===== config.mk =====
export PLATFORM = sky130hd
export DESIGN_NAME = sdp_y_core_triosy_multi_wait_ctrl_flat
export DESIGN_NICKNAME = d
export VERILOG_FILES = /design/src/rtl/sdp_y_core_triosy_multi_wait_ctrl_if.sv /design/src/rtl/sdp_y_core_triosy_multi_wait_ctrl.sv /design/src/flat_wrapper.sv
export SDC_FILE = /design/constraint.sdc
export NUM_CORES = 1
export LEC_CHECK = 0
export ABC_AREA = 1
export CAP_MARGIN = 20
export CORE_MARGIN = 2
export CORE_UTILIZATION = 50
export DETAILED_ROUTE_END_ITERATION = 7
export GPL_TIMING_DRIVEN = 0
export PLACE_DENSITY = 0.89
export SLEW_MARGIN = 10
export SYNTH_ARGS = -nofsm -noshare
export SYNTH_HDL_FRONTEND = slang
export SYNTH_SLANG_ARGS = --single-unit

===== constraint.sdc =====
create_clock -name clk -period 3.8 [get_ports clk]
set_input_delay 0.57 -clock clk [delete_from_list [all_inputs] [get_ports clk]]
set_output_delay 0.57 -clock clk [all_outputs]
set_load 0.005 [all_outputs]

===== src/rtl/sdp_y_core_triosy_multi_wait_ctrl_if.sv =====
// ---------------------------------------------------------------------------
// sdp_y_core_triosy_multi_wait_ctrl_if
// Handshake/status bundle for the multi-channel triosy wait controller.
//   Parameters: NCH   - number of triosy channels
//               CNT_W - width of each completion counter
//   Core-side controls : core_wen, core_wten, cnt_clr (shared by all channels)
//   Per-channel inputs : oswt, iswt0
//   Per-channel outputs: biwt, bdwt (combinational), triosy_lz, pend (registered)
//   Counters           : done_cnt, channel i at [i*CNT_W +: CNT_W]
//   Optional (TRIOSY_OVF_EN): ovf, sticky merged-request flags
// Modports: master drives the controls/requests, slave is the controller.
// ---------------------------------------------------------------------------
interface sdp_y_core_triosy_multi_wait_ctrl_if #(
   parameter int unsigned NCH   = 4,
   parameter int unsigned CNT_W = 8
);
   logic                   core_wen;
   logic                   core_wten;
   logic [NCH-1:0]         oswt;
   logic [NCH-1:0]         iswt0;
   logic                   cnt_clr;
   logic [NCH-1:0]         biwt;
   logic [NCH-1:0]         bdwt;
   logic [NCH-1:0]         triosy_lz;
   logic [NCH-1:0]         pend;
   logic [NCH*CNT_W-1:0]   done_cnt;
`ifdef TRIOSY_OVF_EN
   logic [NCH-1:0]         ovf;
`endif

   modport master (
      output core_wen, core_wten, oswt, iswt0, cnt_clr,
      input  biwt, bdwt, triosy_lz, pend, done_cnt
`ifdef TRIOSY_OVF_EN
      , input ovf
`endif
   );

   modport slave (
      input  core_wen, core_wten, oswt, iswt0, cnt_clr,
      output biwt, bdwt, triosy_lz, pend, done_cnt
`ifdef TRIOSY_OVF_EN
      , output ovf
`endif
   );
endinterface


===== src/rtl/sdp_y_core_triosy_multi_wait_ctrl.sv =====
// ---------------------------------------------------------------------------
// sdp_y_core_triosy_multi_wait_ctrl
// Multi-channel triosy wait controller for the SDP Y core datapath.
// Per channel it generates the input-side (biwt) and output-side (bdwt)
// handshake enables, holds an input sync request that arrives during a
// stall and replays it on the first unstalled cycle, emits a registered
// one-cycle transaction-done pulse (triosy_lz) and keeps a saturating
// completion counter (done_cnt).
//
// Ports:
//   clk  - core clock, all state on the rising edge
//   rst  - asynchronous reset, active-high
//   bus  - slave side of sdp_y_core_triosy_multi_wait_ctrl_if
//            in : core_wen, core_wten, oswt[NCH], iswt0[NCH], cnt_clr
//            out: biwt[NCH], bdwt[NCH], triosy_lz[NCH], pend[NCH],
//                 done_cnt[NCH*CNT_W] (ovf[NCH] with TRIOSY_OVF_EN)
//
// Configuration macro: TRIOSY_OVF_EN adds the sticky ovf flags that record
// a request merged into an already held one. Undefined: merging is silent.
// ---------------------------------------------------------------------------
module sdp_y_core_triosy_multi_wait_ctrl #(
   parameter int unsigned NCH   = 4,
   parameter int unsigned CNT_W = 8
) (
   input  logic                                  clk,
   input  logic                                  rst,
   sdp_y_core_triosy_multi_wait_ctrl_if.slave    bus
);

   localparam logic [CNT_W-1:0] CNT_MAX = '1;

   logic [NCH-1:0]              stall_v;
   logic [NCH-1:0]              req;
   logic [NCH-1:0]              biwt_c;
   logic [NCH-1:0]              pend_q;
   logic [NCH-1:0]              lz_q;
   logic [NCH-1:0][CNT_W-1:0]   cnt_q;

   // ------------------------------------------------------------------
   // Combinational handshake enables
   // ------------------------------------------------------------------
   assign stall_v = {NCH{bus.core_wten}};

   // A held request and a fresh one on the same channel collapse into a
   // single request; this is what makes merged requests fire only once.
   assign req    = bus.iswt0 | pend_q;
   assign biwt_c = req & ~stall_v;

   assign bus.biwt = biwt_c;
   assign bus.bdwt = bus.oswt & {NCH{bus.core_wen}};

   // ------------------------------------------------------------------
   // Held-request flag and done pulse
   // ------------------------------------------------------------------
   // The set/hold/clear rules reduce to "a request exists and the core is
   // stalled": set and hold both need core_wten=1, and any unstalled cycle
   // with a request is a biwt cycle, which clears it.
   always_ff @(posedge clk or posedge rst) begin
      if (rst) begin
         pend_q <= '0;
         lz_q   <= '0;
      end else begin
         pend_q <= req & stall_v;
         lz_q   <= biwt_c;
      end
   end

   assign bus.pend      = pend_q;
   assign bus.triosy_lz = lz_q;

   // ------------------------------------------------------------------
   // Saturating completion counters; clear wins over increment
   // ------------------------------------------------------------------
   always_ff @(posedge clk or posedge rst) begin
      if (rst) begin
         cnt_q <= '0;
      end else begin
         for (int unsigned i = 0; i < NCH; i++) begin
            if (bus.cnt_clr) begin
               cnt_q[i] <= '0;
            end else if (biwt_c[i] && (cnt_q[i] != CNT_MAX)) begin
               cnt_q[i] <= cnt_q[i] + CNT_W'(1);
            end
         end
      end
   end

   // Packed array element i occupies bits [i*CNT_W +: CNT_W].
   assign bus.done_cnt = cnt_q;

   // ------------------------------------------------------------------
   // Optional sticky overflow (merged request) flags
   // ------------------------------------------------------------------
`ifdef TRIOSY_OVF_EN
   logic [NCH-1:0] ovf_q;

   always_ff @(posedge clk or posedge rst) begin
      if (rst) begin
         ovf_q <= '0;
      end else if (bus.cnt_clr) begin
         ovf_q <= '0;
      end else begin
         ovf_q <= ovf_q | (bus.iswt0 & pend_q & stall_v);
      end
   end

   assign bus.ovf = ovf_q;
`endif

endmodule


===== src/flat_wrapper.sv =====
// flat-port wrapper written by rule: the top's interface ports become plain ports
module sdp_y_core_triosy_multi_wait_ctrl_flat 
#(
   parameter int unsigned NCH   = 4,
   parameter int unsigned CNT_W = 8
)
  (clk, rst, bus_core_wen, bus_core_wten, bus_oswt, bus_iswt0, bus_cnt_clr, bus_biwt, bus_bdwt, bus_triosy_lz, bus_pend, bus_done_cnt);
  sdp_y_core_triosy_multi_wait_ctrl_if #(.NCH(NCH), .CNT_W(CNT_W)) bus_i ();
  input  logic clk;
  input  logic rst;
  input wire logic [$bits(bus_i.core_wen)-1:0] bus_core_wen;
  input wire logic [$bits(bus_i.core_wten)-1:0] bus_core_wten;
  input wire logic [$bits(bus_i.oswt)-1:0] bus_oswt;
  input wire logic [$bits(bus_i.iswt0)-1:0] bus_iswt0;
  input wire logic [$bits(bus_i.cnt_clr)-1:0] bus_cnt_clr;
  output wire logic [$bits(bus_i.biwt)-1:0] bus_biwt;
  output wire logic [$bits(bus_i.bdwt)-1:0] bus_bdwt;
  output wire logic [$bits(bus_i.triosy_lz)-1:0] bus_triosy_lz;
  output wire logic [$bits(bus_i.pend)-1:0] bus_pend;
  output wire logic [$bits(bus_i.done_cnt)-1:0] bus_done_cnt;
  assign bus_i.core_wen = bus_core_wen;
  assign bus_i.core_wten = bus_core_wten;
  assign bus_i.oswt = bus_oswt;
  assign bus_i.iswt0 = bus_iswt0;
  assign bus_i.cnt_clr = bus_cnt_clr;
  assign bus_biwt = bus_i.biwt;
  assign bus_bdwt = bus_i.bdwt;
  assign bus_triosy_lz = bus_i.triosy_lz;
  assign bus_pend = bus_i.pend;
  assign bus_done_cnt = bus_i.done_cnt;
  sdp_y_core_triosy_multi_wait_ctrl #(.NCH(NCH), .CNT_W(CNT_W)) u_core (.clk(clk), .rst(rst), .bus(bus_i));
endmodule

==> results.py, run 1 <==
metrics = {
    "timing": {
        "fmax_ghz": 0.396,
        "period_share": 0.664,
        "setup_ws_ps": 1280,
        "finalHoldViolations": 0,
        "period_minus_slack_ps": 2520,
        "max_slew_margin": 0.742,
        "fin_skew_ps": 5.34,
        "holdWs_ps": 531,
        "fin_tns_setup_ps": 0,
        "finalSetupViolCount": 0,
        "maxSlewViolCount": 0,
        "rsz0062_at_grt": "no",
        "worst_slew_pin_slew_ps": 387,
    },
    "drt": {
        "wl_met3_um": 260,
        "drtAntennaViolNets": 0,
        "met1_length_mm": 2.28,
        "dr.pass1.iters": 6,
        "drt-total-wl_mm": 5.19,
        "route.top_layer_used": "met4",
        "drc_errors": 0,
        "met2_length_mm": 2.60,
        "wl_per_cell_um": 12.2,
        "routed_via_density": 5.14,
        "dr.first_iter.drc_count": 147,
        "vias": 2183,
    },
    "clock_tree": {
        "cts_inserted_buffers": 5,
        "tritoncts": "yes",
        "cts-root-buf": "clkbuf_8",
        "cts_buffer_depth": 2,
        "cts.repair.resized": 0,
        "htree_num_levels": 2,
        "clkSlewWorstSetupHoldPaths_ps": 80,
        "cts_setup_buffers": 0,
        "cts_sinks": 40,
        "postCtsHoldBufs": 0,
        "clkLatencyLatePin_ps": 300,
    },
    "synthesis": {
        "synthTopCellsByArea": "dfrtp_1 45%, nand2_1 17%, nand3_1 6.8%, inv_1 5.7%, nor2_1 5.7%",
        "synth_xor_area_frac": 0.0276,
        "yosysSeqAreaShare": 0.450,
        "syn-num-nets": 322,
        "synth-edff-count": 0,
        "yosysWarnings": 0,
        "synthCells": 305,
        "netlist_area_um2": 2220,
        "synth_top_area_frac": 0.450,
        "muxShareOfSynthArea": 0,
        "syn_area_per_cell_um2": 7.29,
        "async_reset_ff_frac": 1.00,
        "synth_common_cells": "100 x nand2_1, 40 x dfrtp_1, 34 x inv_1, 34 x nor2_1, 30 x nand3_1",
        "synth_compound_area_frac": 0.0557,
        "synthAdderAreaFrac": 0.0225,
        "synthSimpleGateAreaFrac": 0.364,
        "synth_top_family_by_area": "simple AND/OR/NAND/NOR gates",
        "synth_cell_types": 27,
        "synth.most_common_cell": "nand2_1",
        "ys.flop_type": "dfrtp_1",
        "yosysTopAreaCell": "dfrtp_1",
        "ys_seq_elements": 40,
    },
    "finish": {
        "multiInputGateArea_um2": 1040,
        "syn2layout_area_growth_pct": 35.2,
        "nFillCells": 367,
        "regArea_um2": 1000,
        "fin_nets": 389,
        "diodes": 0,
        "final_area_um2": 3010,
        "drive_gt1_frac": 0.0965,
    },
    "worst_setup_path": {
        "cp_cell_sequence": "clkdlybuf4s50_1 > inv_1 > a21oi_1 > clkdlybuf4s50_1",
        "cp-end-kind": "primary output",
        "crit_fanout": 4,
        "critical_path.most_common_cell": "clkdlybuf4s50_1",
        "rr_worst_depth": 6,
        "required_ps": 3230,
        "worstPathArrival_ps": 1950,
        "crit_type": "input port to primary output",
        "ff2ff_setup_slack_ps": 2340,
        "slowest_stage": "clkdlybuf4s50_1",
        "critPathMaxStageDelay_ps": 570,
        "start_kind": "input port",
    },
    "status": {
        "status": "completed",
    },
    "grt": {
        "track_usage": 0.221,
        "grt_pass1_vias": 1996,
        "antenna_found_initial": 0,
        "grt_max_degree": 28,
        "gr-total-overflow": 0,
        "grt_pass1_wl_mm": 8.80,
    },
    "pwr": {
        "powerDensity_nw_per_um2": 311,
        "finalPower_mw": 0.934,
        "vdd_drop_max_v": 0.000337,
        "p_leak_nw": 1.51,
    },
    "place": {
        "dp_hpwl_mm": 3.80,
        "port_buffers": 59,
        "pre_cts_ws_ps": 1280,
        "gp_congestion": 0.867,
        "placed_area_um2": 2900,
    },
    "job": {
        "maxCapViolCount": 0,
    },
    "floorplanning": {
        "die-area_um2": 4990,
        "row_count": 24,
        "die_h_um": 70.7,
        "start_util": 0.514,
        "die_width_um": 70.7,
        "design.core.area_um2": 4320,
        "pin_count": 61,
    },
    "min_path": {
        "hold_path.class": "input port to async pin",
    },
}
[cells in the final DEF, fill, tap and decap left out]
master	instances
nand2_1	100
clkdlybuf4s50_1	59
dfrtp_1	40
nor2_1	34
inv_1	33
nand3_1	30
a21oi_1	10
nand2_2	9
o21ai_0	6
xor2_1	6
nor2_2	5
clkbuf_8	5
o21ai_1	4
ha_1	4
inv_2	3
clkinv_2	3
o21bai_1	2
buf_2	2
nor3b_1	2
nand4_1	2
nor3_1	2
or2_2	2
clkbuf_2	1
nand2_4	1
clkinv_4	1
buf_4	1
nand3b_1	1
o21ai_2	1
xnor2_1	1
clkbuf_1	1
bufinv_16	1
buf_12	1
[layer usage]
| metal | vias up | track usage |
|---|---|---|
| li1 | 1082 | - |
| met2 | 63 | 0.381 |
| met4 | 0 | 0.0692 |
| met3 | 5 | 0.0456 |
| met1 | 1033 | 0.281 |
| met5 | - | 0 |
[final cells by class]
cell class	instances	area share
Buffer	4	0.00749
Clock buffer	6	0.0241
Clock inverter	2	0.0117
Inverter	39	0.0512
Multi-Input combinational cell	222	0.348
Sequential cell	40	0.333
Tap cell	52	0.0216
Timing Repair Buffer	60	0.203
[worst max-delay path: cells and delay by family]
family | cells | cell delay (ps)
buf+inv | 3 | 1070
compound gates | 1 | 310
[logic make-up (layout without fill, tap and decap cells)]
family | Yosys count | in the layout
AO/OA/AOI/OAI | 23 | 23
AND/OR/NAND/NOR | 188 | 188
adder cells (fa/ha/maj) | 4 | 4
flip-flops | 40 | 40
buffers and inverters | 43 | 111
XOR/XNOR | 7 | 7
[sequential cells by signal, summed over array words and instances (netlist names)]
register              count
u_core.bus.done_cnt      32
u_core.bus.pend           4
u_core.bus.triosy_lz      4
[path summary, 6_finish.rpt]
| path | start | to |
|---|---|---|
| max | bus_iswt0[1] | bus_biwt[1] |
| min | rst | u_core.bus.done_cnt[4] |
| max reg2reg | u_core.bus.done_cnt[16] | u_core.bus.done_cnt[23] |
| min reg2reg | u_core.bus.pend[1] | u_core.bus.pend[1] |
| max in group asynchronous | rst | u_core.bus.done_cnt[31] |
| min in group clk | u_core.bus.pend[1] | u_core.bus.pend[1] |
[report_power, final]
| group | total (mW) | switching [mW] | leakage (nW) | internal (mW) |
|---|---|---|---|---|
| combinational | 0.127 | 0.0638 | 0.910 | 0.0637 |
| sequential | 0.455 | 0.0152 | 0.541 | 0.440 |
| clock | 0.351 | 0.156 | 0.0552 | 0.195 |
[stage by stage]
stage | utilization | instances
after floorplan | - | 305
after global placement | 0.666 | 416
after detailed placement | 0.670 | 417
after CTS | 0.695 | 425
after global routing | 0.695 | 425
final | 0.695 | 425
No activity file was read; power rests on OpenSTA's default activity.
==> run 2: changes to the inputs <==
- CORE_UTILIZATION: 50 -> 43
- PLACE_DENSITY: 0.89 -> 0.82
- clock period: 3.8 -> 2.2 ns (I/O delays scaled with it)
==> run 2 against run 1 <==
  * Register-to-register slack worse by 1600 ps
  * Clock skew is 1.2 ps lower
  * Global-route usage is 2.9 points lower
  * Largest cell class unchanged
  * Sequential power is 73% higher
  * Critical path depth stayed put
  * Final area is 0.17% higher
  * Clock power is 46% higher
  * Hold slack worse by 220 ps
  * Via count hardly changed
  * Combinational power is 73% higher
==> results.py, run 2 (same netlist as run 1, synthesis figures left out) <==
metrics = {
    "status": {
        "status": "completed",
    },
    "clock_tree": {
        "clkSlewWorstSetupHoldPaths_ps": 80,
        "cts_sinks": 40,
        "cts.repair.resized": 0,
        "htree_num_levels": 2,
        "cts_setup_buffers": 0,
        "cts-root-buf": "clkbuf_8",
        "postCtsHoldBufs": 0,
        "cts_buffer_depth": 2,
        "cts_inserted_buffers": 5,
        "clkLatencyLatePin_ps": 290,
        "tritoncts": "yes",
    },
    "grt": {
        "gr-total-overflow": 0,
        "antenna_found_initial": 0,
        "grt_pass1_vias": 1992,
        "track_usage": 0.192,
        "grt_max_degree": 27,
        "grt_pass1_wl_mm": 8.45,
    },
    "drt": {
        "dr.pass1.iters": 5,
        "wl_per_cell_um": 12.1,
        "drt-total-wl_mm": 5.36,
        "routed_via_density": 4.93,
        "drtAntennaViolNets": 0,
        "dr.first_iter.drc_count": 145,
        "vias": 2184,
        "drc_errors": 0,
    },
    "timing": {
        "fin_skew_ps": 4.13,
        "finalSetupViolCount": 0,
        "period_minus_slack_ps": 2100,
        "maxSlewViolCount": 0,
        "max_slew_margin": 0.726,
        "period_share": 0.953,
        "finalHoldViolations": 0,
        "holdWs_ps": 312,
        "fin_tns_setup_ps": 0,
        "rsz0062_at_grt": "no",
        "worst_slew_pin_slew_ps": 410,
        "fmax_ghz": 0.477,
    },
    "finish": {
        "syn2layout_area_growth_pct": 35.5,
        "largest_reg_flops": 32,
        "drive_gt1_frac": 0.0938,
        "stdcell_count": 443,
        "mostFrequentLayoutCells": "100 x nand2_1, 59 x clkdlybuf4s50_1, 40 x dfrtp_1",
        "fin_nets": 389,
        "post-route-util": 0.597,
        "final_common_cell": "nand2_1",
        "diodes": 0,
    },
    "worst_setup_path": {
        "required_ps": 1870,
        "rr_startpoint": "u_core.bus.done_cnt[25]",
        "cp-end-kind": "primary output",
        "crit_type": "input port to primary output",
        "timing.rr.end": "u_core.bus.done_cnt[31]",
        "worstPathArrival_ps": 1770,
        "start_kind": "input port",
        "crit_fanout": 4,
        "rr_worst_depth": 6,
        "ff2ff_setup_slack_ps": 730,
    },
    "place": {
        "port_buffers": 59,
        "dpl.cell_count": 435,
        "gp_congestion": 0.859,
        "dp_hpwl_mm": 4.01,
    },
    "min_path": {
        "hold_path.class": "input port to async pin",
    },
    "pwr": {
        "switching_share": 0.258,
        "finalPower_mw": 1.52,
        "vdd_drop_max_v": 0.000318,
        "p_clk_frac": 0.337,
        "comb_power_share": 0.145,
        "net-switching-power_mw": 0.392,
        "powerDensity_nw_per_um2": 504,
        "p_leak_nw": 1.50,
        "seqPwrFrac": 0.518,
        "cell_internal_pwr_mw": 1.13,
    },
    "floorplanning": {
        "die_h_um": 75.9,
        "die-area_um2": 5760,
        "row_count": 26,
        "start_util": 0.441,
        "design.core.area_um2": 5040,
        "pin_count": 61,
        "die_width_um": 75.9,
    },
    "job": {
        "maxCapViolCount": 0,
    },
}
## run 2: changes by cell type in the layout (fill, tap and decap cells not counted)
cell / previous run / this run
clkbuf_1: 1 / 2
clkbuf_8: 5 / 6
clkinv_2: 3 / 2
bufinv_16: 1 / 0
## run 2: final cells by class
class / count / area, um2
Tap cell: 70 / 87.6
Fill cell: 480 / 2030
Sequential cell: 40 / 1000
Clock buffer: 8 / 90.1
Multi-Input combinational cell: 222 / 1040
Buffer: 4 / 22.5
Timing Repair Buffer: 60 / 611
Inverter: 39 / 154
## run 2: metrics by stage
stage	instance area [um2]	worst slack (ps)
6_report	3010	104
4_1_cts	3010	76.0
3_5_place_dp	2920	82.9
2_1_floorplan	2220	909
3_3_place_gp	2900	129
5_1_grt	3010	17.0
## run 2: worst max-delay path by stage
stage                                 from                      end  slack, ps  cells past startpoint
finish                        bus_iswt0[1]              bus_biwt[1]        100                      4
global route                  bus_iswt0[1]              bus_biwt[1]         20                      4
CTS                           bus_iswt0[1]              bus_biwt[1]         80                      4
detailed placement            bus_iswt0[1]              bus_biwt[1]         80                      4
global placement                       rst  u_core.bus.done_cnt[23]        130                      2
floorplan           u_core.bus.done_cnt[0]   u_core.bus.done_cnt[3]        910                      9
## run 2: power by group through the flow
stage	combinational [mW]	clock [mW]	sequential [mW]
finish	0.220	0.512	0.786
detailed placement	0.223	0	0.801
global route	0.248	0.549	0.789
global placement	0.213	0	0.800
CTS	0.224	0.520	0.786
floorplan	0.0976	0	0.799
## run 2: worst max-delay path: stages
cell and delay (ps):
clkdlybuf4s50_1 460, inv_1 50, a21oi_1 340, clkdlybuf4s50_1 580
## run 2: layer usage
layer,GRT usage,routed length (um),vias up
met2,0.354,2730,55
met4,0.0487,48,0
met1,0.226,2310,1039
met3,0.0410,274,7
li1,-,-,1083
met5,0,0,-
==> run 3: changes to the inputs <==
- CORE_UTILIZATION: 43 -> 50
- PLACE_DENSITY: 0.82 -> 0.89
- SLEW_MARGIN: 10 -> unset
- clock period: 2.2 -> 2.5 ns (I/O delays scaled with it)
==> run 3 against run 2 <==
  * Global-route usage rose by 3.0 points
  * Setup slack improved by 260 ps
  * Core utilization rose by 9.3 points
  * Power fell by 6.8%
  * Cell count fell by 4.3%
  * Clock skew rose by 4.9 ps
  * Hold slack improved by 160 ps
  * Clock-buffer cell count fell by 2
  * Clock power rose by 4.1%
  * Largest power group unchanged
  * Die area fell by 13%
  * Sequential cell count did not move
  * Sequential power fell by 12%
==> results.py, run 3 (same netlist as run 1, synthesis figures left out) <==
metrics = {
    "timing": {
        "fmax_ghz": 0.469,
        "period_share": 0.852,
        "max_slew_margin": 0.455,
        "maxSlewViolCount": 0,
        "finalSetupViolCount": 0,
        "fin_tns_setup_ps": 0,
        "worst_slew_pin_slew_ps": 816,
        "finalHoldViolations": 0,
        "rsz0062_at_grt": "no",
        "fin_skew_ps": 9.08,
        "holdWs_ps": 468,
        "setup_ws_ps": 369,
        "period_minus_slack_ps": 2130,
    },
    "worst_setup_path": {
        "critPathMaxStageDelay_ps": 570,
        "crit_type": "input port to primary output",
        "start_kind": "input port",
        "worstPathArrival_ps": 1760,
        "rr_worst_depth": 8,
        "cp-end-kind": "primary output",
        "critical_path.most_common_cell": "clkdlybuf4s50_1",
        "crit_fanout": 4,
        "required_ps": 2120,
        "cp_cell_sequence": "clkdlybuf4s50_1 > inv_1 > a21oi_1 > clkdlybuf4s50_1",
        "slowest_stage": "clkdlybuf4s50_1",
    },
    "place": {
        "gp_congestion": 0.867,
        "pre_cts_ws_ps": 373,
        "dp_hpwl_mm": 3.73,
        "port_buffers": 59,
    },
    "drt": {
        "drt-total-wl_mm": 5.19,
        "wl_per_cell_um": 12.3,
        "vias": 2146,
        "drc_errors": 0,
        "routed_via_density": 5.06,
        "dr.first_iter.drc_count": 170,
        "drtAntennaViolNets": 0,
        "dr.pass1.iters": 4,
    },
    "clock_tree": {
        "postCtsHoldBufs": 0,
        "cts.repair.resized": 0,
        "clkSlewWorstSetupHoldPaths_ps": 90,
        "htree_num_levels": 2,
        "cts-root-buf": "clkbuf_8",
        "cts_buffer_depth": 2,
        "cts_setup_buffers": 0,
        "tritoncts": "yes",
        "cts_sinks": 40,
        "clkLatencyLatePin_ps": 300,
        "cts_inserted_buffers": 5,
    },
    "floorplanning": {
        "start_util": 0.514,
        "row_count": 24,
        "die_h_um": 70.7,
        "design.core.area_um2": 4320,
        "die-area_um2": 4990,
        "pin_count": 61,
        "die_width_um": 70.7,
    },
    "finish": {
        "drive_gt1_frac": 0.0941,
        "diodes": 0,
        "multiInputGateArea_um2": 1040,
        "fin_nets": 388,
        "mostFrequentLayoutCells": "100 x nand2_1, 59 x clkdlybuf4s50_1, 40 x dfrtp_1",
        "syn2layout_area_growth_pct": 34.3,
        "largest_reg_flops": 32,
        "post-route-util": 0.690,
        "nFillCells": 365,
        "final_common_cell": "nand2_1",
        "regArea_um2": 1000,
    },
    "job": {
        "maxCapViolCount": 0,
    },
    "min_path": {
        "holdPathStages": 4,
        "hold_path.class": "input port to flop",
    },
    "status": {
        "status": "completed",
    },
    "grt": {
        "grt_pass1_vias": 1963,
        "grt_pass1_wl_mm": 8.85,
        "grt_max_degree": 41,
        "track_usage": 0.223,
        "gr-total-overflow": 0,
        "antenna_found_initial": 0,
    },
    "pwr": {
        "vdd_drop_max_v": 0.000349,
        "powerDensity_nw_per_um2": 474,
        "p_leak_nw": 1.50,
    },
}
==> run 3: final cells by class <==
class                   count  share of cell area
inverters                  39              0.0516
plain buffers               4             0.00754
flip-flops and latches     40               0.335
repair buffers             59               0.198
clock inverters             2              0.0117
clock buffers               6              0.0243
multi-input cells         222               0.350
well taps                  52              0.0218
==> run 3: power breakdown <==
| part | internal [mW] | leakage [nW] | switching (mW) |
|---|---|---|---|
| combinational | 0.0937 | 0.901 | 0.0959 |
| clock | 0.297 | 0.0552 | 0.236 |
| sequential | 0.669 | 0.541 | 0.0229 |
==> run 3: worst paths after layout <==
| path | slack, ps | from | to |
|---|---|---|---|
| worst min-delay path | 470 | bus_cnt_clr | u_core.bus.done_cnt[2] |
| min in group asynchronous | 550 | rst | u_core.bus.done_cnt[3] |
| max in group asynchronous | 1430 | rst | u_core.bus.done_cnt[8] |
| worst min register to register | 530 | u_core.bus.done_cnt[6] | u_core.bus.done_cnt[6] |
| worst max register to register | 1040 | u_core.bus.done_cnt[8] | u_core.bus.done_cnt[15] |
| worst max-delay path | 370 | bus_iswt0[1] | bus_biwt[1] |
==> run 3: metal layers <==
metal,share of wire,GRT usage
met1,0.46,0.287
met2,0.50,0.381
met3,0.042,0.0385
met4,0.0069,0.0797
met5,0,0
==> run 3: worst max-delay path: cells and delay by family <==
kind                   cells  cell delay [ps]
buffers and inverters      3             1070
AO/OA/AOI/OAI              1              310
==> run 3: per-stage QoR <==
stage / instances / power [mW] / cell area, um2
2_1_floorplan: 305 / 0.789 / 2220
3_3_place_gp: 416 / 0.890 / 2880
3_5_place_dp: 416 / 0.895 / 2880
4_1_cts: 424 / 1.42 / 2990
5_1_grt: 424 / 1.48 / 2990
6_report: 424 / 1.41 / 2990
